===== src/rtl/bdos_pkg.sv =====
// Shared constants for the hardware CP/M BDOS console trap: FSM state codes,
// BDOS function numbers and ASCII control characters.
package bdos_pkg;

    typedef logic [2:0] bdos_state_t;

    localparam bdos_state_t ST_IDLE = 3'd0;
    localparam bdos_state_t ST_CHAR = 3'd1;
    localparam bdos_state_t ST_RD   = 3'd2;
    localparam bdos_state_t ST_WAIT = 3'd3;
    localparam bdos_state_t ST_EMIT = 3'd4;
    localparam bdos_state_t ST_DONE = 3'd5;

    localparam logic [7:0] BDOS_CONOUT   = 8'd2;
    localparam logic [7:0] BDOS_PRINTSTR = 8'd9;

    localparam logic [7:0] CR = 8'h0D;
    localparam logic [7:0] LF = 8'h0A;

endpackage


===== src/rtl/bdos_console_out_stage.sv =====
// Output holding register for the console byte stream: data stays stable
// while valid is high and the sink is not ready; handshake clears valid.
module bdos_out_stage (
    input  logic       clk,
    input  logic       rst,
    input  logic       load_i,
    input  logic [7:0] data_i,
    input  logic       ready_i,
    output logic [7:0] data_o,
    output logic       valid_o
);

    logic [7:0] data_q;
    logic       valid_q;

    always_ff @(posedge clk) begin
        if (rst) begin
            data_q  <= '0;
            valid_q <= 1'b0;
        end else if (load_i) begin
            data_q  <= data_i;
            valid_q <= 1'b1;
        end else if (valid_q && ready_i) begin
            valid_q <= 1'b0;
        end
    end

    assign data_o  = data_q;
    assign valid_o = valid_q;

endmodule


===== src/rtl/bdos_console.sv =====
// BDOS console trap: holds the i8080 on a fetch from BDOS_ENTRY and services
// C=2 / C=9 in hardware. Optional LF -> CR,LF expansion: BDOS_CRLF_EXPAND_EN.
module bdos_console
    import bdos_pkg::*;
#(
    parameter logic [15:0] BDOS_ENTRY = 16'h0005,
    parameter logic [7:0]  TERMINATOR = 8'h24,
    parameter int unsigned MAX_LEN    = 1024
) (
    input  logic        clk,
    input  logic        rst,
    input  logic        m1,
    input  logic [15:0] pc,
    input  logic [7:0]  reg_c,
    input  logic [7:0]  reg_d,
    input  logic [7:0]  reg_e,
    output logic        cpu_hold,
    output logic [15:0] mem_addr,
    output logic        mem_rd,
    input  logic [7:0]  mem_rdata,
    output logic [7:0]  tx_data,
    output logic        tx_valid,
    input  logic        tx_ready,
    output logic        busy,
    output logic        err_call
);

    localparam int unsigned LEN_W = $clog2(MAX_LEN + 1);

    bdos_state_t      state_q, state_d;
    logic [15:0]      addr_q, addr_d;
    logic [LEN_W-1:0] len_q, len_d, len_inc;
    logic             err_q, err_d;
    logic             trap, hs, load;
    logic [7:0]       load_data;
`ifdef BDOS_CRLF_EXPAND_EN
    logic             lf_pend_q, lf_pend_d;
`endif

    assign trap     = m1 && (pc == BDOS_ENTRY) && (state_q == ST_IDLE);
    assign hs       = tx_valid && tx_ready;
    assign cpu_hold = trap || (state_q != ST_IDLE);
    assign busy     = (state_q != ST_IDLE);
    assign mem_rd   = (state_q == ST_RD);
    assign mem_addr = addr_q;
    assign err_call = err_q;

    always_comb begin
        state_d   = state_q;
        addr_d    = addr_q;
        len_d     = len_q;
        err_d     = 1'b0;
        load      = 1'b0;
        load_data = '0;
        len_inc   = len_q + LEN_W'(1);
`ifdef BDOS_CRLF_EXPAND_EN
        lf_pend_d = lf_pend_q;
`endif
        case (state_q)
            ST_IDLE: begin
                if (trap) begin
                    case (reg_c)
                        BDOS_CONOUT: begin
                            load      = 1'b1;
                            load_data = reg_e;
                            state_d   = ST_CHAR;
                        end
                        BDOS_PRINTSTR: begin
                            addr_d  = {reg_d, reg_e};
                            len_d   = '0;
                            state_d = ST_RD;
                        end
                        default: begin
                            err_d   = 1'b1;
                            state_d = ST_DONE;
                        end
                    endcase
                end
            end
            ST_CHAR: begin
                if (hs) begin
`ifdef BDOS_CRLF_EXPAND_EN
                    if (lf_pend_q) begin
                        load      = 1'b1;
                        load_data = LF;
                        lf_pend_d = 1'b0;
                    end else
`endif
                    state_d = ST_DONE;
                end
            end
            ST_RD: state_d = ST_WAIT;
            ST_WAIT: begin
                if (mem_rdata == TERMINATOR) begin
                    state_d = ST_DONE;
                end else begin
                    load      = 1'b1;
                    load_data = mem_rdata;
                    state_d   = ST_EMIT;
                end
            end
            ST_EMIT: begin
                if (hs) begin
`ifdef BDOS_CRLF_EXPAND_EN
                    // The inserted CR is not a string byte: no address/length step.
                    if (lf_pend_q) begin
                        load      = 1'b1;
                        load_data = LF;
                        lf_pend_d = 1'b0;
                    end else
`endif
                    begin
                        addr_d = addr_q + 16'd1;
                        len_d  = len_inc;
                        if (len_inc == LEN_W'(MAX_LEN)) begin
                            err_d   = 1'b1;
                            state_d = ST_DONE;
                        end else begin
                            state_d = ST_RD;
                        end
                    end
                end
            end
            ST_DONE: state_d = ST_IDLE;
            default: state_d = ST_IDLE;
        endcase
`ifdef BDOS_CRLF_EXPAND_EN
        // A fresh LF is sent as CR first; the LF follows from the pending flag.
        if (load && !lf_pend_q && (load_data == LF)) begin
            load_data = CR;
            lf_pend_d = 1'b1;
        end
`endif
    end

    always_ff @(posedge clk) begin
        if (rst) begin
            state_q <= ST_IDLE;
            addr_q  <= '0;
            len_q   <= '0;
            err_q   <= 1'b0;
        end else begin
            state_q <= state_d;
            addr_q  <= addr_d;
            len_q   <= len_d;
            err_q   <= err_d;
        end
    end

`ifdef BDOS_CRLF_EXPAND_EN
    always_ff @(posedge clk) begin
        if (rst) begin
            lf_pend_q <= 1'b0;
        end else begin
            lf_pend_q <= lf_pend_d;
        end
    end
`endif

    bdos_out_stage u_out (
        .clk     (clk),
        .rst     (rst),
        .load_i  (load),
        .data_i  (load_data),
        .ready_i (tx_ready),
        .data_o  (tx_data),
        .valid_o (tx_valid)
    );

endmodule


===== config.mk =====
export PLATFORM = sky130hd
export DESIGN_NAME = bdos_console
export DESIGN_NICKNAME = d
export VERILOG_FILES = /design/src/rtl/bdos_pkg.sv /design/src/rtl/bdos_console_out_stage.sv /design/src/rtl/bdos_console.sv
export SDC_FILE = /design/constraint.sdc
export NUM_CORES = 1
export LEC_CHECK = 0
export CAP_MARGIN = 40
export CORE_UTILIZATION = 45
export DETAILED_ROUTE_END_ITERATION = 10
export PLACE_DENSITY = 0.77
export SLEW_MARGIN = 20
export SYNTH_ARGS = -nofsm -noshare
export SYNTH_HDL_FRONTEND = slang
export SYNTH_SLANG_ARGS = --single-unit

===== constraint.sdc =====
create_clock -name clk -period 2.4 [get_ports clk]
set_clock_uncertainty 0.05 [all_clocks]
set_input_delay 0.24 -clock clk [delete_from_list [all_inputs] [get_ports clk]]
set_output_delay 0.24 -clock clk [all_outputs]
set_load 0.1 [all_outputs]

== Word level (Yosys, flattened, before mapping) ==
Index checks and enable logic that the tools add are counted.

* Add/sub/neg operators: 2
* Equal/unequal tests: 13
* Muxes and demuxes: 30
* Reduce and logical (&&, ||, !) cells: 11

{| class="wikitable"
|+ Operators by type and width
! cell !! count
|-
| 16-bit 2-to-1 mux || 3
|-
| 11-bit 2-to-1 mux || 3
|-
| 16-bit case mux with 2 select lines || 1
|-
| 8-bit 2-to-1 mux || 3
|-
| 11-bit case mux with 2 select lines || 1
|-
| 16-bit by 1-bit adder with 16-bit output, second input constant || 1
|-
| 16-bit by 3-bit equality test with 1-bit output, second input constant || 1
|-
| 8-bit case mux with 2 select lines || 1
|-
| 3-bit case mux with 5 select lines || 1
|-
| 3-bit 2-to-1 mux || 4
|-
| 11-bit by 1-bit adder with 11-bit output, second input constant || 1
|-
| 11-bit equality test, second input constant || 1
|-
| 1-bit 2-to-1 mux || 10
|-
| 8-bit by 2-bit equality test with 1-bit output, second input constant || 1
|-
| 8-bit by 4-bit equality test with 1-bit output, second input constant || 1
|-
| 8-bit by 6-bit equality test with 1-bit output, second input constant || 1
|-
| 3-bit by 2-bit equality test with 1-bit output, second input constant || 2
|-
| 2-bit != test, second input constant || 3
|-
| 3-bit case mux with 2 select lines || 1
|-
| 1-bit case mux with 2 select lines || 2
|-
| 4-bit AND reduction || 1
|-
| 2-bit nonzero test || 2
|-
| 3-bit by 1-bit equality test with 1-bit output, second input constant || 1
|-
| 3-bit equality test, second input constant || 1
|-
| 7 further kinds || 9
|}

* Register bits after elaboration: 40
* Output and inout port bits: 29
* Word-level logic and storage cells: 62

== Logic depth before layout (Yosys ltp) ==
* Word-level depth: 6
* Depth in mapped cells: 7
* Mapped depth without buffers: 6

== Cells and area by module ==
A second synthesis with hierarchy kept.

* Cells, all modules: 332
* Area, all modules: 2618.8 um^2

{| class="wikitable"
|+ Modules (own cells, without submodules)
! module !! instances !! cells an instance !! area each (um^2) !! sequential area each (um^2)
|-
| bdos_console || 1 || 302 || 2297.2 || 620.6
|-
| bdos_out_stage || 1 || 30 || 321.6 || 180.2
|}

== Least setup slack after synthesis ==
Ideal clock, no wire load.

* Kind: reg2out
* From: register state_q[1]
* To: output port mem_rd
* Data arrival time: 2.783 ns
* Required time: 2.110 ns
* Path slack: -0.673 ns
* Cell stages (with the launch flop): 4
* Buffers on the path: 1
* Path through: dfxtp_1 > clkbuf_1 > inv_1 > nor3_1

* Word-level cells in the longest chain between the ends: 1

{| class="wikitable"
|+ Ends and longest elaborated chain
! element !! line !! source
|-
| start, declared || bdos_console.sv:30 || <nowiki>bdos_state_t state_q, state_d;</nowiki>
|-
| start signal, assigned || bdos_console.sv:143 || <nowiki>state_q <= state_d;</nowiki>
|-
| 3-bit by 2-bit equality test with 1-bit output || bdos_console.sv:44 || <nowiki>assign mem_rd = (state_q == ST_RD);</nowiki>
|-
| end, declared || bdos_console.sv:19 || <nowiki>output logic mem_rd,</nowiki>
|}

Every way passes these cells.

== Worst setup path in the final report ==
* From: register len_q[2]
* To: register state_q[0]

* Word-level cells in the longest chain between the ends: 5

{| class="wikitable"
|+ Ends and longest elaborated chain
! element !! line !! source
|-
| start, declared || bdos_console.sv:32 || <nowiki>logic [LEN_W-1:0] len_q, len_d, len_inc;</nowiki>
|-
| start signal, assigned || bdos_console.sv:145 || <nowiki>len_q <= len_d;</nowiki>
|-
| 11-bit by 1-bit adder with 11-bit output || bdos_console.sv:55 || <nowiki>len_inc = len_q + LEN_W'(1);</nowiki>
|-
| 11-bit equality test || bdos_console.sv:115 || <nowiki>if (len_inc == LEN_W'(MAX_LEN)) begin</nowiki>
|-
| 3-bit 2-to-1 mux || bdos_console.sv:115 ||
|-
| 3-bit 2-to-1 mux || bdos_console.sv:103 || <nowiki>if (hs) begin</nowiki>
|-
| 3-bit case mux with 5 select lines || bdos_console.sv:59 || <nowiki>case (state_q)</nowiki>
|}

Every way passes these cells. The select of a mux whose other input is x is not followed.
A chain may end at the register's enable or synchronous reset.

==> run_results.csv <==
group,metric,value,unit
drt,via_count,2984,
synth,async_flop_share,0,%
critical_path,worstSetupEndpointType,"flip-flop",
synth,ys_warn_count,0,
layout,register_area,805.8,sq um
critical_path,crit_slowest_cell,"dfxtp_1",
floorplanning,die_h,78.65,um
critical_path,crit_path_start_kind,"flip-flop",
sta,min_period_over_period,90.44,%
layout,multiInputGateArea,0.001692,sq mm
clocking,root_buffer,"clkbuf_8",
critical_path,cp.buffers_inverters,1,
drt,drt-wirelength-per-cell,16.21,um
layout,areaGrowthSynthToFinish,37.10,%
clocking,cts_sinks,40,
synth,yosysMostFrequentCell,"nand2_1",
layout,drive_above_1_share,19.19,%
drt,first_pass_iters,5,
clocking,clk_pin_slew,80,ps
critical_path,cpPeakStageDelay,490,ps
critical_path,critical_path_depth,6,
global_routing,track_usage,26.11,%
critical_path,crit_start,"len_q[2]$_SDFFE_PP0P_",
power_and_ir_drop,p_leak,1.309,nW
sta,setup_viol_count_final,0,
floorplanning,initial_core_util,47.43,%
critical_path,crit_family,"simple AND/OR/NAND/NOR gates",
synth,synth_ff_type,"dfxtp_1",
sta,tns,0,ps
critical_path,r2r_setup_slack,230,ps
drt,wirelength,8006,um
synth,synth-edff-count,0,
synth,synth.top_cells.by_area,"dfxtp_1 30%, nand2_1 6.8%, a21oi_1 5.1%, a31oi_1 3.8%, nand3_1 3.2%",
synth,syn-num-nets,400,
floorplanning,std_cell_rows,27,
synth,seq_area_frac_synth,30.29,%
layout,final_area,0.003625,sq mm
layout,antenna_cells,0,
critical_path,cp.arrival,2360,ps
critical_path,cp.required,2590,ps
drt,drc,0,
sta,slew_headroom,62.53,%
placement,routabilityCongestion,0.8897,
placement,dp_cells,486,
critical_path,critical_path_class,"reg2reg",
critical_path,regToRegStartpoint,"len_q[2]$_SDFFE_PP0P_",
synth,synthCells,345,
sta,rsz0062_at_grt,"no",
synth,synth_top_area_share,30.29,%
floorplanning,core_area,0.005574,sq mm
placement,place_area,0.003496,sq mm
layout,fillCellCount,486,
critical_path,endpoint,"state_q[0]$_SDFFE_PP0P_",
power_and_ir_drop,finalPower,0.001383,W
global_routing,grt_max_degree,31,
global_routing,grt-ovfl-total,0,
critical_path,r2r-end,"state_q[0]$_SDFFE_PP0P_",
placement,port_buffers,80,
synth,ys_ff_latch,40,
clocking,numCtsBuffers,5,
critical_path,path_max_fanout,10,
drt,drtIter0Drc,199,
clocking,htree_levels,2,
global_routing,grt_pass1_vias,2735,
synth,yosys.area.top_type,"dfxtp_1",
floorplanning,die_w,78.65,um
synth,synthDistinctLibCells,62,
clocking,cts_tree,"built",
sta,period_needed,2171,ps
layout,instances_no_fill,494,
power_and_ir_drop,peakVddDrop,221.3,uV
placement,dp_hpwl,5846,um
synth,syn_area,0.002644,sq mm
drt,ant_nets,0,
critical_path,worstPathCellList,"nand3_1 -> buf_4 -> nor4_1 -> nor3_1 -> a2111oi_0 -> o221a_2",
layout,nets,476,
floorplanning,dieArea,0.006186,sq mm
sta,worst_pin_slew,560.5,ps
clocking,cts.path.max_buffers,2,
floorplanning,io_pins,81,
synth,netlist_top_cells_count,"48 x nand2_1, 40 x dfxtp_1, 27 x a21oi_1",
sta,max_freq,460.7,MHz
power_and_ir_drop,power_density,381.6,mW/mm^2
sta,finalHoldViolCount,0,
clocking,clkLatencyLatePin,290,ps
critical_path,reg2reg_depth,6,
synth,syn_area_per_cell,7.663,sq um
worst_hold_path,holdPathStages,2,
drt,via_per_inst,6.040,
sta,final_max_slew_viol_count,0,
global_routing,antenna_found_initial,0,
global_routing,grt_pass1_wl,12930,um
flow_run,drv_cap,0,
worst_hold_path,hold_path.class,"reg2reg",
run_status,outcome,"complete, no violations",
## cells by family (layout without fill, tap and decap cells)
family / after synthesis / count (layout) / synth area share, %
buf+inv: 34 / 111 / 6.199
xor+xnor: 3 / 3 / 0.9940
flops: 40 / 40 / 30.29
compound gates: 107 / 107 / 28.11
fa+ha+maj: 3 / 3 / 1.420
simple gates: 158 / 158 / 32.99
## layout make-up
class                      instances  area share, %
clock buffer                       6          2.278
clock inverter                     2          1.070
inverter                           6         0.6213
multi-input combinational        271          46.67
sequential                        40          22.23
tap                               72          2.485
timing repair buffer              97          24.65
## tightest hold or removal path: cells and delay by family (launching register included)
| kind | cells | cell delay, ps |
|---|---|---|
| flops | 1 | 320 |
| compound gates | 1 | 50 |
| simple gates | 1 | 60 |
## worst min path at each step
stage	slack, ps	endpoint	start
final	420	u_out.data_o[5]$_SDFFE_PP0P_	u_out.data_o[5]$_SDFFE_PP0P_
after global routing	460	u_out.data_o[2]$_SDFFE_PP0P_	u_out.data_o[2]$_SDFFE_PP0P_
after CTS	420	u_out.data_o[2]$_SDFFE_PP0P_	u_out.data_o[2]$_SDFFE_PP0P_
after detailed placement	410	u_out.data_o[2]$_SDFFE_PP0P_	u_out.data_o[2]$_SDFFE_PP0P_
after global placement	400	u_out.data_o[5]$_SDFFE_PP0P_	u_out.data_o[5]$_SDFFE_PP0P_
after floorplan	340	u_out.data_o[0]$_SDFFE_PP0P_	mem_rdata[0]
## through the flow
step	hold slack [ps]	worst slack (ps)	util (%)
floorplan	340.4	25.81	-
detailed placement	410.9	10.07	62.72
global route	458.7	7.431	65.03
global placement	403.4	42.38	62.72
CTS	422.1	219.1	64.89
finish	421.8	229.4	65.03
## power breakdown
| group | internal (W) | switching, W | total, W |
|---|---|---|---|
| sequential | 0.000663 | 0.00000000113 | 0.000663 |
| combinational | 0.0000871 | 0.0000458 | 0.000133 |
| clock | 0.000340 | 0.000247 | 0.000588 |
| total | 0.00109 | 0.000293 | 0.00138 |
## routing by layer
| layer | track usage, % | share of wire [%] | vias up |
|---|---|---|---|
| li1 | - | - | 1469 |
| met1 | 34.59 | 43 | 1366 |
| met2 | 42.70 | 47 | 138 |
| met3 | 4.651 | 8.7 | 11 |
| met4 | 8.148 | 1.2 | 0 |
| met5 | 0 | 0 | - |
## state kept, by name (all words and copies together) (netlist names)
| signal | count |
|---|---|
| u_out.data_o | 8 |
| mem_addr | 16 |
| u_out.valid_o | 1 |
| state_q | 3 |
| err_call | 1 |
| len_q | 11 |
## cells in the final DEF (no fill, tap or decap), types with 4 or more instances in the layout
master / netlist / layout
a21oi_1: 27 / 27
a22oi_1: 5 / 5
a311oi_1: 8 / 8
a31oi_1: 16 / 16
and2_1: 4 / 4
and3_1: 8 / 8
buf_4: 4 / 43
clkbuf_8: 1 / 6
clkdlybuf4s50_1: 0 / 51
dfxtp_1: 40 / 36
dfxtp_2: 0 / 4
inv_1: 6 / 6
nand2_1: 48 / 48
nand3_1: 17 / 17
nand3b_1: 5 / 5
nand4_1: 7 / 7
nor2_1: 21 / 21
nor3_1: 16 / 14
nor4_1: 4 / 4
o21ai_0: 9 / 9
o22ai_1: 6 / 6
o32ai_1: 5 / 5
## repair_timing
action,CTS,global route
setup endpoints to repair,0,1
buffers inserted,0,0
resized for setup,0,2
hold buffers,0,0
Power figures use the tool's default switching activity.
